$ cat src/rtl/sobol_rng_multi_pkg.sv
// Shared definitions for the Sobol RNG family: default direction vectors and index-width helpers.
package sobol_rng_multi_pkg;

    localparam int unsigned SOBOL_MAX_BITWIDTH = 64;

    // Van der Corput default: vector k carries a single bit at position BITWIDTH-1-k.
    function automatic logic [63:0] dv_default(input int k, input int bw);
        return 64'd1 << (bw - 1 - k);
    endfunction

    // Width of an index that addresses bw positions; never narrower than one bit.
    function automatic int lsz_width(input int bw);
        return (bw > 1) ? $clog2(bw) : 1;
    endfunction

endpackage

$ cat src/rtl/sobol_rng_multi_chk.sv
// Structural invariants of the Sobol generator, kept apart from the datapath.
module sobol_rng_multi_chk #(
    parameter int BITWIDTH = 4
) (
    input logic                clk,
    input logic                rst,
    input logic                en,
    input logic                clr,
    input logic [BITWIDTH-1:0] cnt,
    input logic                lsz_valid,
    input logic                wrap
);

    // A wrap pulse always coincides with the counter back at zero.
    a_wrap_at_zero: assert property (@(posedge clk) disable iff (rst) wrap |-> (cnt == {BITWIDTH{1'b0}}));

    // The encoder only loses its valid flag on the all-ones counter value.
    a_lsz_valid: assert property (@(posedge clk) disable iff (rst) lsz_valid == ~(&cnt));

    // Advancing from the last index must raise the wrap pulse on the next cycle.
    a_wrap_follows: assert property (@(posedge clk) disable iff (rst) (en && !clr && !lsz_valid) |=> wrap);

endmodule

$ cat src/rtl/sobol_rng_multi_lsz_enc.sv
// Generic-width least-significant-zero encoder; valid drops when the input is all ones.
module lsz_enc
    import sobol_rng_multi_pkg::*;
#(
    parameter int BITWIDTH    = 4,
    parameter int LOGBITWIDTH = lsz_width(BITWIDTH)
) (
    input  logic [BITWIDTH-1:0]    din,
    output logic [LOGBITWIDTH-1:0] idx,
    output logic                   valid
);

    // Priority scan from bit 0 upward; the first zero found is latched and later bits are ignored.
    always_comb begin
        idx   = {LOGBITWIDTH{1'b0}};
        valid = 1'b0;
        for (int i = 0; i < BITWIDTH; i++) begin
            idx   = (!din[i] && !valid) ? LOGBITWIDTH'(i) : idx;
            valid = valid | ~din[i];
        end
    end

endmodule

$ cat src/rtl/sobol_rng_multi.sv
// Multi-channel Sobol sequence generator: shared counter, LSZ-selected direction vectors, XOR state per channel.
module sobol_rng_multi
    import sobol_rng_multi_pkg::*;
#(
    parameter int BITWIDTH    = 4,
    parameter int CHANNELS    = 2,
    parameter int LOGBITWIDTH = $clog2(BITWIDTH),
    parameter int LOGCH       = ($clog2(CHANNELS) > 0) ? $clog2(CHANNELS) : 1
) (
    input  logic                         clk,
    input  logic                         rst,
    input  logic                         iEn,
    input  logic                         iClr,
    input  logic                         iDvWe,
    input  logic [LOGCH-1:0]             iDvCh,
    input  logic [LOGBITWIDTH-1:0]       iDvIdx,
    input  logic [BITWIDTH-1:0]          iDvData,
    output logic [CHANNELS*BITWIDTH-1:0] oRand,
    output logic [BITWIDTH-1:0]          oIdx,
    output logic                         oWrap
);

    logic [BITWIDTH-1:0]    cnt_r;
    logic [BITWIDTH-1:0]    cnt_nxt_s;
    logic [BITWIDTH-1:0]    state_r     [CHANNELS];
    logic [BITWIDTH-1:0]    state_nxt_s [CHANNELS];
    logic [BITWIDTH-1:0]    dv_r        [CHANNELS][BITWIDTH];
    logic [BITWIDTH-1:0]    dv_init_s   [BITWIDTH];
    logic                   wrap_r;
    logic                   wrap_nxt_s;
    logic [LOGBITWIDTH-1:0] lsz_idx_s;
    logic                   lsz_valid_s;
    logic                   idx_in_range_s;
    logic                   ch_in_range_s;
    logic                   dv_wr_ok_s;

    for (genvar k = 0; k < BITWIDTH; k++) begin : g_dv_init
        assign dv_init_s[k] = BITWIDTH'(dv_default(k, BITWIDTH));
    end

    lsz_enc #(
        .BITWIDTH    (BITWIDTH),
        .LOGBITWIDTH (LOGBITWIDTH)
    ) u_lsz (
        .din   (cnt_r),
        .idx   (lsz_idx_s),
        .valid (lsz_valid_s)
    );

    // Table write qualification: index and channel must address a real entry.
    always_comb begin
        idx_in_range_s = (32'(iDvIdx) < 32'(BITWIDTH));
        ch_in_range_s  = (32'(iDvCh) < 32'(CHANNELS));
        dv_wr_ok_s     = 1'b0;
        if (iDvWe && idx_in_range_s && ch_in_range_s) begin
            dv_wr_ok_s = 1'b1;
        end else begin
            dv_wr_ok_s = 1'b0;
        end
    end

    // Sequence step: clear beats advance; an advance with no LSZ restarts the period and flags the wrap.
    always_comb begin
        cnt_nxt_s  = cnt_r;
        wrap_nxt_s = 1'b0;
        for (int c = 0; c < CHANNELS; c++) begin
            state_nxt_s[c] = state_r[c];
        end
        if (iClr) begin
            cnt_nxt_s = {BITWIDTH{1'b0}};
            for (int c = 0; c < CHANNELS; c++) begin
                state_nxt_s[c] = {BITWIDTH{1'b0}};
            end
        end else if (iEn) begin
            if (lsz_valid_s) begin
                cnt_nxt_s = cnt_r + {{(BITWIDTH-1){1'b0}}, 1'b1};
                for (int c = 0; c < CHANNELS; c++) begin
                    state_nxt_s[c] = state_r[c] ^ dv_r[c][lsz_idx_s];
                end
            end else begin
                cnt_nxt_s  = {BITWIDTH{1'b0}};
                wrap_nxt_s = 1'b1;
                for (int c = 0; c < CHANNELS; c++) begin
                    state_nxt_s[c] = {BITWIDTH{1'b0}};
                end
            end
        end else begin
            cnt_nxt_s  = cnt_r;
            wrap_nxt_s = 1'b0;
        end
    end

    // Counter, channel states and wrap pulse registers.
    always_ff @(posedge clk) begin
        if (rst) begin
            cnt_r  <= {BITWIDTH{1'b0}};
            wrap_r <= 1'b0;
            for (int c = 0; c < CHANNELS; c++) begin
                state_r[c] <= {BITWIDTH{1'b0}};
            end
        end else begin
            cnt_r  <= cnt_nxt_s;
            wrap_r <= wrap_nxt_s;
            for (int c = 0; c < CHANNELS; c++) begin
                state_r[c] <= state_nxt_s[c];
            end
        end
    end

    // Direction table; the advance above reads the pre-write entry because the write lands at the same edge.
    always_ff @(posedge clk) begin
        if (rst) begin
            for (int c = 0; c < CHANNELS; c++) begin
                for (int k = 0; k < BITWIDTH; k++) begin
                    dv_r[c][k] <= dv_init_s[k];
                end
            end
        end else if (dv_wr_ok_s) begin
            dv_r[iDvCh][iDvIdx] <= iDvData;
        end
    end

    for (genvar c = 0; c < CHANNELS; c++) begin : g_out
        assign oRand[c*BITWIDTH +: BITWIDTH] = state_r[c];
    end
    assign oIdx  = cnt_r;
    assign oWrap = wrap_r;

    sobol_rng_multi_chk #(
        .BITWIDTH (BITWIDTH)
    ) u_chk (
        .clk       (clk),
        .rst       (rst),
        .en        (iEn),
        .clr       (iClr),
        .cnt       (cnt_r),
        .lsz_valid (lsz_valid_s),
        .wrap      (wrap_r)
    );

endmodule

$ cat config.mk
export PLATFORM = sky130hd
export DESIGN_NAME = sobol_rng_multi
export DESIGN_NICKNAME = d
export VERILOG_FILES = /design/src/rtl/sobol_rng_multi_pkg.sv /design/src/rtl/sobol_rng_multi_chk.sv /design/src/rtl/sobol_rng_multi_lsz_enc.sv /design/src/rtl/sobol_rng_multi.sv
export SDC_FILE = /design/constraint.sdc
export NUM_CORES = 1
export LEC_CHECK = 0
export ABC_AREA = 1
export CAP_MARGIN = 0
export CORE_ASPECT_RATIO = 1.25
export CORE_MARGIN = 2
export CORE_UTILIZATION = 30
export DETAILED_ROUTE_END_ITERATION = 12
export PLACE_DENSITY = 0.49
export SYNTH_ARGS = -nofsm -noshare
export SYNTH_HDL_FRONTEND = slang
export SYNTH_HIERARCHICAL = 1
export SYNTH_SLANG_ARGS = --single-unit
$ cat constraint.sdc
create_clock -name clk -period 3.08 [get_ports clk]
set_input_delay 0.616 -clock clk [delete_from_list [all_inputs] [get_ports clk]]
set_output_delay 0.616 -clock clk [all_outputs]
set_load 0.05 [all_outputs]
Word level (Yosys, flattened, before mapping)
Memories as Yosys holds them, arrays and structs flattened.
Cells that the tools add are included.
{"block": "op_classes", "n_reduce_logical": 12, "addsub": 1, "magnitude_cmp": 3, "n_bitwise": 14, "mux": 28}
{"cell": "$mux 16", "count": 3}
{"cell": "$mux 4", "count": 8}
{"cell": "$mux 8", "count": 3}
{"cell": "$bmux 4 s2", "count": 2}
{"cell": "$reduce_or 16->1", "count": 1}
{"cell": "$mux 1", "count": 9}
{"cell": "$demux 4 s2", "count": 1}
{"cell": "$xor 4x4->4", "count": 2}
{"cell": "$ge 3x3->1 const B", "count": 2}
{"cell": "$not 2->3", "count": 2}
{"cell": "$logic_not 1->1", "count": 5}
{"cell": "$not 1->1", "count": 5}
{"cell": "$or 1x1->1", "count": 5}
{"cell": "$add 4x1->4 const B", "count": 1}
{"cell": "$logic_and 1x1->1", "count": 4}
{"cell": "$mux 2", "count": 2}
{"cell": "$lt 3x1->1 const B", "count": 1}
{"cell": "$reduce_or 3->1", "count": 1}
{"cell": "$reduce_or 2->1", "count": 1}
{"block": "totals", "in_bits": 12, "n_memories": 2, "reg_bits": 5, "ramBits": 40, "output_inout_bits": 13, "elab_cells": 62}
{"memory": "dv_r", "depth": 2, "word_bits": 16, "rd": 2, "rd_ports_with_merged_regs": 0, "write_ports": 2, "line_no": "sobol_rng_multi.sv:27", "text": "logic [BITWIDTH-1:0] dv_r [CHANNELS][BITWIDTH];"}
{"memory": "state_r", "depth": 2, "word_bits": 4, "rd": 2, "rd_ports_with_merged_regs": 0, "write_ports": 2, "line_no": "sobol_rng_multi.sv:25", "text": "logic [BITWIDTH-1:0] state_r [CHANNELS];"}

Longest topological paths before layout
Gate-level depths: netlist of run 1.
{"block": "logic_depth", "word_depth": 15, "depth_mapped": 12, "ltp_nobuf": 10}

Modules after synthesis
The synthesis of run 1 kept the hierarchy.
{"module": "sobol_rng_multi", "n_inst": 1, "area_each_um2": 2214.6, "cells_per_inst": 257, "seq_area_each_um2": 1221.2}
{"module": "lsz_enc", "n_inst": 1, "area_each_um2": 31.3, "cells_per_inst": 7, "seq_area_each_um2": 0.0}

Worst setup path after synthesis of run 1
Ideal clock, no wire load.
{"block": "synth_path", "path_kind": "flip-flop to flip-flop", "startpoint": "register cnt_r[2] (netlist: oIdx[2])", "endpoint": "memory state_r[1][2] (netlist: state_r[0][6])", "path_slack_ns": 1.351, "setup_ns": 0.117, "period_less_slack_ns": 1.729, "stages_incl_launch_ff": 12, "required_time_ns": 2.963, "path_buffers": 2, "arrival_time_ns": 1.612, "cell_sequence": "dfxtp_1 nand2_1 a21oi_1 buf_6 inv_8 buf_12 nand2_2 nand3_1 nand2_1 nand3_1 nand2_1 nor2_1"}
{"item": "start, declared", "line_no": "sobol_rng_multi.sv:23", "text": "logic [BITWIDTH-1:0] cnt_r;"}
{"item": "start signal, assigned", "line_no": "sobol_rng_multi.sv:96", "text": "cnt_r <= {BITWIDTH{1'b0}};"}
{"item": "start signal, assigned", "line_no": "sobol_rng_multi.sv:102", "text": "cnt_r <= cnt_nxt_s;"}
{"item": "end, declared", "line_no": "sobol_rng_multi.sv:25"}

Worst setup path after layout of run 1
{"block": "layout_path", "startpoint": "register cnt_r[1] (netlist: oIdx[1])", "endpoint": "output port oIdx[1]"}
{"item": "end, declared", "line_no": "sobol_rng_multi.sv:19", "text": "output logic [BITWIDTH-1:0] oIdx,"}
No word-level cell between the ends.

==> impl_metrics.json, run 1 <==
{
  "status": "completed",
  "gp_congestion": 0.806,
  "h-tree-depth": 2,
  "cp.depth": 1,
  "cts_tree": "done",
  "peakVddDrop_v": 0.000255,
  "drcViolationCount": 0,
  "slowest_stage": "clkdlybuf4s50_1",
  "viasPerCell": 4.39,
  "synth_nets": 277,
  "netlist_top_cells_area": "edfxtp_1 43%, dfxtp_1 12%, nand2_1 9.9%",
  "cp_slowest_stage_delay_ns": 0.85,
  "num_antenna_cells": 0,
  "cts_setup_buffers": 0,
  "final_net_count": 304,
  "ios": 25,
  "drv_slew": 0,
  "clock_latency_ns": 0.29,
  "first_global_vias": 1479,
  "grt_usage": 0.116,
  "min_path_cells": 2,
  "worst_setup_path_end_kind": "primary output",
  "ctsResizeCount": 0,
  "drtIter0Drc": 41,
  "power_leakage_nw": 1.12,
  "cts_buffers": 5,
  "ys_ff_latch": 45,
  "dr.pass1.iters": 4,
  "synth_top_area_frac": 0.428,
  "die_area_mm2": 0.00820,
  "via_count": 1684,
  "path_cells": "clkdlybuf4s50_1",
  "synthArstFlopShare": 0,
  "syn-instance-count": 264,
  "yosysMostFrequentCell": "nand2_1",
  "grt_pass1_wl_mm": 7.17,
  "worstPathRequired_ns": 2.46,
  "overflow": 0,
  "placed_cells_incl_taps": 376,
  "placeableCoreArea_mm2": 0.00731,
  "area_growth_syn_to_layout_pct": 17.4,
  "die_x_um": 81.4,
  "ys.warnings.count": 6,
  "crit_fanout": 7,
  "finalPower_mw": 1.22,
  "timing.final.crit_share": 0.721,
  "cts.path.max_buffers": 2,
  "tightest_slew_ns": 0.837,
  "worstSetupStartpointType": "register",
  "finalCriticalPeriod_ns": 2.22,
  "ys.flop_type": "edfxtp_1",
  "grt_max_degree": 19,
  "critPathArrivalTime_ns": 1.60,
  "drive_gt1_frac": 0.134,
  "synth_top_cell_by_area": "edfxtp_1",
  "holdBufCountCts": 0,
  "initial_utilization": 0.307,
  "dp_hpwl_mm": 3.38,
  "finalInstanceArea_mm2": 0.00264,
  "routedWlPerCell_um": 11.4,
  "clkTransAtPathRegs_ns": 0.09,
  "maxCapViolations": 0,
  "ys_seq_area_frac": 0.544,
  "setup_violations": 0,
  "layout.cells.non_filler": 384,
  "fin_skew_ns": 0.00559,
  "max-slew-margin-rel": 0.442,
  "antenna_found_initial": 0,
  "cts.root.buffer_cell": "clkbuf_8",
  "netlist_area_mm2": 0.00225,
  "rsz0062_at_grt": "false",
  "finalHoldViolCount": 0,
  "die_h_um": 101,
  "path_class": "reg2out",
  "synth_cell_type_count": 23,
  "path_delay_family": "buffers and inverters",
  "port_buffers": 24,
  "synth_edf_count": 32,
  "fmax_ghz": 0.450,
  "reg2reg_depth": 7,
  "synth_common_cells": "59 x nand2_1, 44 x inv_1, 32 x edfxtp_1",
  "fp-row-count": 35,
  "fin_setup_tns_ns": 0,
  "hp-class": "reg2reg",
  "place_area_mm2": 0.00255,
  "path_buf_inv": 1,
  "wl_mm": 4.38,
  "syn_avg_cell_area_um2": 8.51,
  "cts_num_sinks": 45,
  "ant_nets": 0,
  "pwr_density_cell_mw_per_mm2": 463
}
[area by class of cell]
cell class / instances / area, µm²
clock buffers: 6 / 72.6
well taps: 92 / 115
inverters: 53 / 209
flip-flops and latches: 45 / 1220
repair buffers: 26 / 255
multi-input cells: 160 / 749
fillers: 750 / 4680
clock inverters: 2 / 15.0
[cell families after synthesis]
group           Yosys count  synth area share
compound gates           16            0.0373
flops                    45             0.544
simple gates            143             0.291
fa+ha+maj                 1           0.00557
buf+inv                  59             0.123
[power by group]
part / total, mW / switching, mW / leakage [nW] / internal (mW)
sequential: 0.697 / 0.0128 / 0.416 / 0.684
clock: 0.366 / 0.205 / 0.0374 / 0.160
combinational: 0.157 / 0.103 / 0.667 / 0.0545
[registers in the layout (all words and copies together), names as in the netlist]
signal	flops
oWrap	1
oIdx	4
state_r	8
dv_r	32
[worst paths after layout]
check / slack [ns] / to / startpoint
hold / removal: 0.52 / state_r[0][7] / state_r[0][7]
hold reg to reg: 0.52 / state_r[0][7] / state_r[0][7]
setup reg to reg: 1.15 / state_r[0][6] / oIdx[1]
setup / recovery: 0.86 / oIdx[1] / oIdx[1]
[metrics by stage]
stage	setup slack (ns)	utilization	hold slack (ns)
3_5_place_dp	0.926	0.349	0.502
2_1_floorplan	1.35	-	0.665
6_report	0.859	0.361	0.521
5_1_grt	0.796	0.361	0.541
4_1_cts	0.848	0.361	0.522
3_3_place_gp	0.959	0.349	0.486
[layout by cell type (no fill, tap or decap), drive strengths merged]
master,count
ha,1
nor3,5
nor2,32
inv,53
dfxtp,13
clkinvlp,2
clkdlybuf4s50,24
and3,1
nand3,31
edfxtp,32
a21oi,14
nand4,2
nand2,72
o21ai,2
buf,2
clkbuf,6
[per-layer routing]
metal,GRT usage,part of all wire
met1,0.146,0.46
met2,0.197,0.48
met3,0.0251,0.048
met4,0.0352,0.013
met5,0,0
Power figures use the tool's default switching activity.
==> run 2, diff against run 1 <==
- PLACE_DENSITY: 0.49 -> 0.51
- clock period: 3.08 -> 1.9 ns (I/O delays scaled with it)
==> impl_metrics.json, run 2 (synthesized netlist as in run 1, its figures left out) <==
{
  "final_cell_mix": "59 x nand2_1, 44 x inv_1, 32 x edfxtp_1",
  "holdBufCountCts": 0,
  "cts_num_sinks": 45,
  "fin_ws_ns": 0.0542,
  "drive_gt1_frac": 0.182,
  "finalHoldViolCount": 0,
  "tightest_slew_ns": 0.497,
  "cp_slowest_stage_delay_ns": 0.81,
  "path_class": "reg2out",
  "seqCellArea_mm2": 0.00122,
  "path_cells": "clkdlybuf4s50_1",
  "die_h_um": 101,
  "slowest_stage": "clkdlybuf4s50_1",
  "overflow": 0,
  "worstSetupStartpointType": "register",
  "final_net_count": 314,
  "antenna_found_initial": 0,
  "first_global_vias": 1667,
  "die_x_um": 81.4,
  "status": "completed",
  "ios": 25,
  "multiInputGateArea_um2": 749,
  "finalPower_mw": 2.12,
  "pre_cts_ws_ns": 0.00108,
  "dr.max_layer_used": "met4",
  "path_delay_family": "buffers and inverters",
  "rsz0062_at_grt": "false",
  "wl_met2_mm": 2.33,
  "routedWlPerCell_um": 11.3,
  "clkTransAtPathRegs_ns": 0.08,
  "worstHoldStart": "state_r[0][0]",
  "rr_startpoint": "oIdx[2]",
  "drv_slew": 0,
  "power_leakage_nw": 1.21,
  "pwr_density_cell_mw_per_mm2": 778,
  "clockPowerShare": 0.342,
  "drt-met1-wl_mm": 1.88,
  "grt_max_degree": 19,
  "swShare": 0.245,
  "p_int_mw": 1.60,
  "max-slew-margin-rel": 0.668,
  "timing.final.crit_share": 0.971,
  "p_seq_frac": 0.534,
  "ant_nets": 0,
  "maxCapViolations": 0,
  "cts.root.buffer_cell": "clkbuf_8",
  "dr.pass1.iters": 4,
  "placed_cells_incl_taps": 386,
  "peakVddDrop_v": 0.000329,
  "crit_fanout": 3,
  "clock_latency_ns": 0.30,
  "hp-class": "reg2reg",
  "regMostFlops": "dv_r",
  "fillers": 756,
  "worst_setup_path_end_kind": "primary output",
  "placeableCoreArea_mm2": 0.00731,
  "fin_skew_ns": 0.00678,
  "viasPerCell": 4.32,
  "grt_usage": 0.123,
  "path_buf_inv": 1,
  "port_buffers": 24,
  "cts.path.max_buffers": 2,
  "wl_mm": 4.46,
  "gp_congestion": 0.745,
  "dp_hpwl_mm": 3.49,
  "grt_pass1_wl_mm": 7.70,
  "initial_utilization": 0.307,
  "worstSetupStartpoint": "state_r[0][1]",
  "critPathArrivalTime_ns": 1.47,
  "layout.cells.non_filler": 394,
  "drcViolationCount": 0,
  "h-tree-depth": 2,
  "cts_buffers": 5,
  "finalCriticalPeriod_ns": 1.85,
  "area_growth_syn_to_layout_pct": 21.3,
  "route.met3.wl_um": 177,
  "fin_setup_tns_ns": 0,
  "via_count": 1704,
  "fp-row-count": 35,
  "switching_power_uw": 520,
  "p_comb_frac": 0.124,
  "drtIter0Drc": 82,
  "worstPathRequired_ns": 1.52,
  "cts_tree": "done",
  "largest_reg_flops": 32,
  "fmax_ghz": 0.542,
  "die_area_mm2": 0.00820,
  "num_antenna_cells": 0,
  "final_common_cell": "nand2_1",
  "setup_violations": 0
}
## run 2: cell count changes in the layout (fill, tap and decap cells not counted), sizes merged
cell,change
buf,+16
bufinv,+1
clkdlybuf4s50,-7
clkinv,+1
clkinvlp,-2
dlymetal6s2s,+1
## run 2: worst min-delay path, cell delays in order, from the launching register on
cell	delay (ns)
dfxtp_1	0.35
a21oi_1	0.05
nor2_1	0.08
## run 2: through the flow
stage               instance area [µm²]  hold WS, ns  utilization
detailed placement                 2610        0.501        0.357
CTS                                2720        0.522        0.372
floorplan                          2250        0.533            -
global route                       2720        0.546        0.372
finish                             2720        0.515        0.372
global placement                   2610        0.484        0.357
## run 2: worst paths after layout
check | to | slack (ns) | cells after the start
worst max-delay path | oRand[1] | 0.05 | 1
worst min-delay path | state_r[0][0] | 0.51 | 2
worst max register to register | state_r[0][2] | 0.36 | 10
worst min register to register | state_r[0][0] | 0.51 | 2
## run 2: final cells by class
cell class              instances  share of cell area
clock buffers                   6              0.0266
clock inverters                 2              0.0142
inverters                      53              0.0767
multi-input cells             160               0.275
flip-flops and latches         45               0.448
well taps                      92              0.0423
repair buffers                 36               0.117
## run 2: power by group through the flow
| stage | Combinational [mW] | Sequential (mW) | Clock (mW) |
|---|---|---|---|
| 3_3_place_gp | 0.265 | 1.15 | 0 |
| 3_5_place_dp | 0.265 | 1.15 | 0 |
| 6_report | 0.263 | 1.13 | 0.725 |
| 5_1_grt | 0.298 | 1.14 | 0.786 |
| 2_1_floorplan | 0.155 | 1.18 | 0 |
| 4_1_cts | 0.266 | 1.13 | 0.746 |
## run 2: what timing repair did
action	CTS	global route
setup buffers	0	0
endpoints found under the setup margin	0	1
resized for setup	0	1
## run 2: per-layer routing
| metal | up-vias | GRT usage |
|---|---|---|
| met5 | - | 0 |
| met2 | 32 | 0.224 |
| li1 | 900 | - |
| met1 | 764 | 0.142 |
| met4 | 0 | 0.0391 |
| met3 | 8 | 0.0251 |
==> run 3, diff against run 2 <==
- ABC_CLOCK_PERIOD_IN_PS: not set -> 1900
- CORE_UTILIZATION: 30 -> 50
- PLACE_DENSITY: 0.51 -> 0.76
==> impl_metrics.json, run 3 (synthesized netlist as in run 1, its figures left out) <==
{
  "hp-class": "reg2reg",
  "worstHoldStart": "state_r[0][2]",
  "worstSetupStartpointType": "register",
  "cts.path.max_buffers": 2,
  "final_net_count": 308,
  "final_common_cell": "nand2_1",
  "rsz0062_at_grt": "false",
  "finalHoldViolCount": 0,
  "pre_cts_ws_ns": 0.0341,
  "cts_num_sinks": 45,
  "drv_slew": 0,
  "clock_latency_ns": 0.29,
  "finalPower_mw": 2.10,
  "layout.cells.non_filler": 354,
  "slowest_stage": "clkdlybuf4s50_1",
  "fmax_ghz": 0.539,
  "wl_mm": 3.98,
  "path_delay_family": "buffers and inverters",
  "drtIter0Drc": 113,
  "regMostFlops": "dv_r",
  "placed_cells_incl_taps": 346,
  "ant_nets": 0,
  "max-slew-margin-rel": 0.672,
  "clkTransAtPathRegs_ns": 0.08,
  "worstPathRequired_ns": 1.52,
  "worst_setup_path_end_kind": "primary output",
  "fin_ws_ns": 0.0463,
  "finalCriticalPeriod_ns": 1.85,
  "grt_max_degree": 21,
  "die_x_um": 63.9,
  "drive_gt1_frac": 0.166,
  "first_global_vias": 1614,
  "final_cell_mix": "59 x nand2_1, 44 x inv_1, 32 x edfxtp_1",
  "dp_hpwl_mm": 3.08,
  "min_delay_worst_endpoint": "state_r[0][2]",
  "die_h_um": 78.9,
  "initial_utilization": 0.515,
  "grt_usage": 0.173,
  "rr_startpoint": "oIdx[2]",
  "h-tree-depth": 2,
  "maxCapViolations": 0,
  "reg2reg_depth": 10,
  "tightest_slew_ns": 0.490,
  "fin_util": 0.604,
  "power_leakage_nw": 1.17,
  "min_path_cells": 2,
  "setup_violations": 0,
  "fin_setup_tns_ns": 0,
  "r2r_slack_ns": 0.39,
  "placeableCoreArea_mm2": 0.00436,
  "gp_congestion": 0.826,
  "cts_tree": "done",
  "timing.final.crit_share": 0.976,
  "via_count": 1673,
  "largest_reg_flops": 32,
  "overflow": 0,
  "pwr_density_cell_mw_per_mm2": 797,
  "path_cells": "clkdlybuf4s50_1",
  "drcViolationCount": 0,
  "area_growth_syn_to_layout_pct": 17.3,
  "dr.pass1.iters": 5,
  "num_antenna_cells": 0,
  "status": "completed",
  "critPathArrivalTime_ns": 1.47,
  "cp_slowest_stage_delay_ns": 0.82,
  "cts.root.buffer_cell": "clkbuf_8",
  "peakVddDrop_v": 0.000429,
  "ctsResizeCount": 0,
  "viasPerCell": 4.73,
  "holdBufCountCts": 0,
  "ios": 25,
  "port_buffers": 24,
  "antenna_found_initial": 0,
  "path_buf_inv": 1,
  "crit_fanout": 3,
  "fin_skew_ns": 0.00520,
  "grt_pass1_wl_mm": 6.78,
  "cts_setup_buffers": 0,
  "routedWlPerCell_um": 11.3,
  "timing.rr.end": "state_r[0][2]",
  "cts_buffers": 5,
  "die_area_mm2": 0.00505,
  "path_class": "reg2out",
  "fp-row-count": 27
}
[run 3: cell count changes in the layout (fill, tap and decap cells not counted)]
cell / delta
buf_4: -6
clkdlybuf4s50_1: +1
dlymetal6s2s_1: -1
[run 3: per-stage QoR]
step	instance area, µm²	hold slack [ns]
floorplan	2250	0.533
global placement	2520	0.487
detailed placement	2520	0.492
CTS	2630	0.514
global route	2630	0.539
finish	2630	0.508
[run 3: layout make-up]
class | count | area (µm²)
inverter | 53 | 209
timing repair buffer | 30 | 270
fill | 363 | 1720
tap | 58 | 72.6
multi-input combinational | 160 | 749
sequential | 45 | 1220
clock buffer | 6 | 72.6
clock inverter | 2 | 38.8
[run 3: worst max-delay path by stage]
stage                  startpoint             to  cells past startpoint  slack, ns
floorplan                 oIdx[2]  state_r[0][6]                     11       0.17
global placement              rst     dv_r[0][2]                      6       0.10
detailed placement            rst    dv_r[0][11]                      6       0.03
CTS                 state_r[0][4]       oRand[4]                      1       0.04
global route        state_r[0][5]       oRand[5]                      1      0.003
finish              state_r[0][1]       oRand[1]                      1       0.05
[run 3: per-layer routing]
layer	share of wire	vias up	GRT usage
met5	0	-	0
met4	0.021	0	0.100
met3	0.050	7	0.0354
met2	0.52	45	0.311
met1	0.40	730	0.185
li1	-	891	-
[run 3: power breakdown]
group / switching, mW / internal [mW] / total, mW
Clock: 0.318 / 0.395 / 0.713
Sequential: 0.0210 / 1.11 / 1.13
Combinational: 0.165 / 0.0904 / 0.256
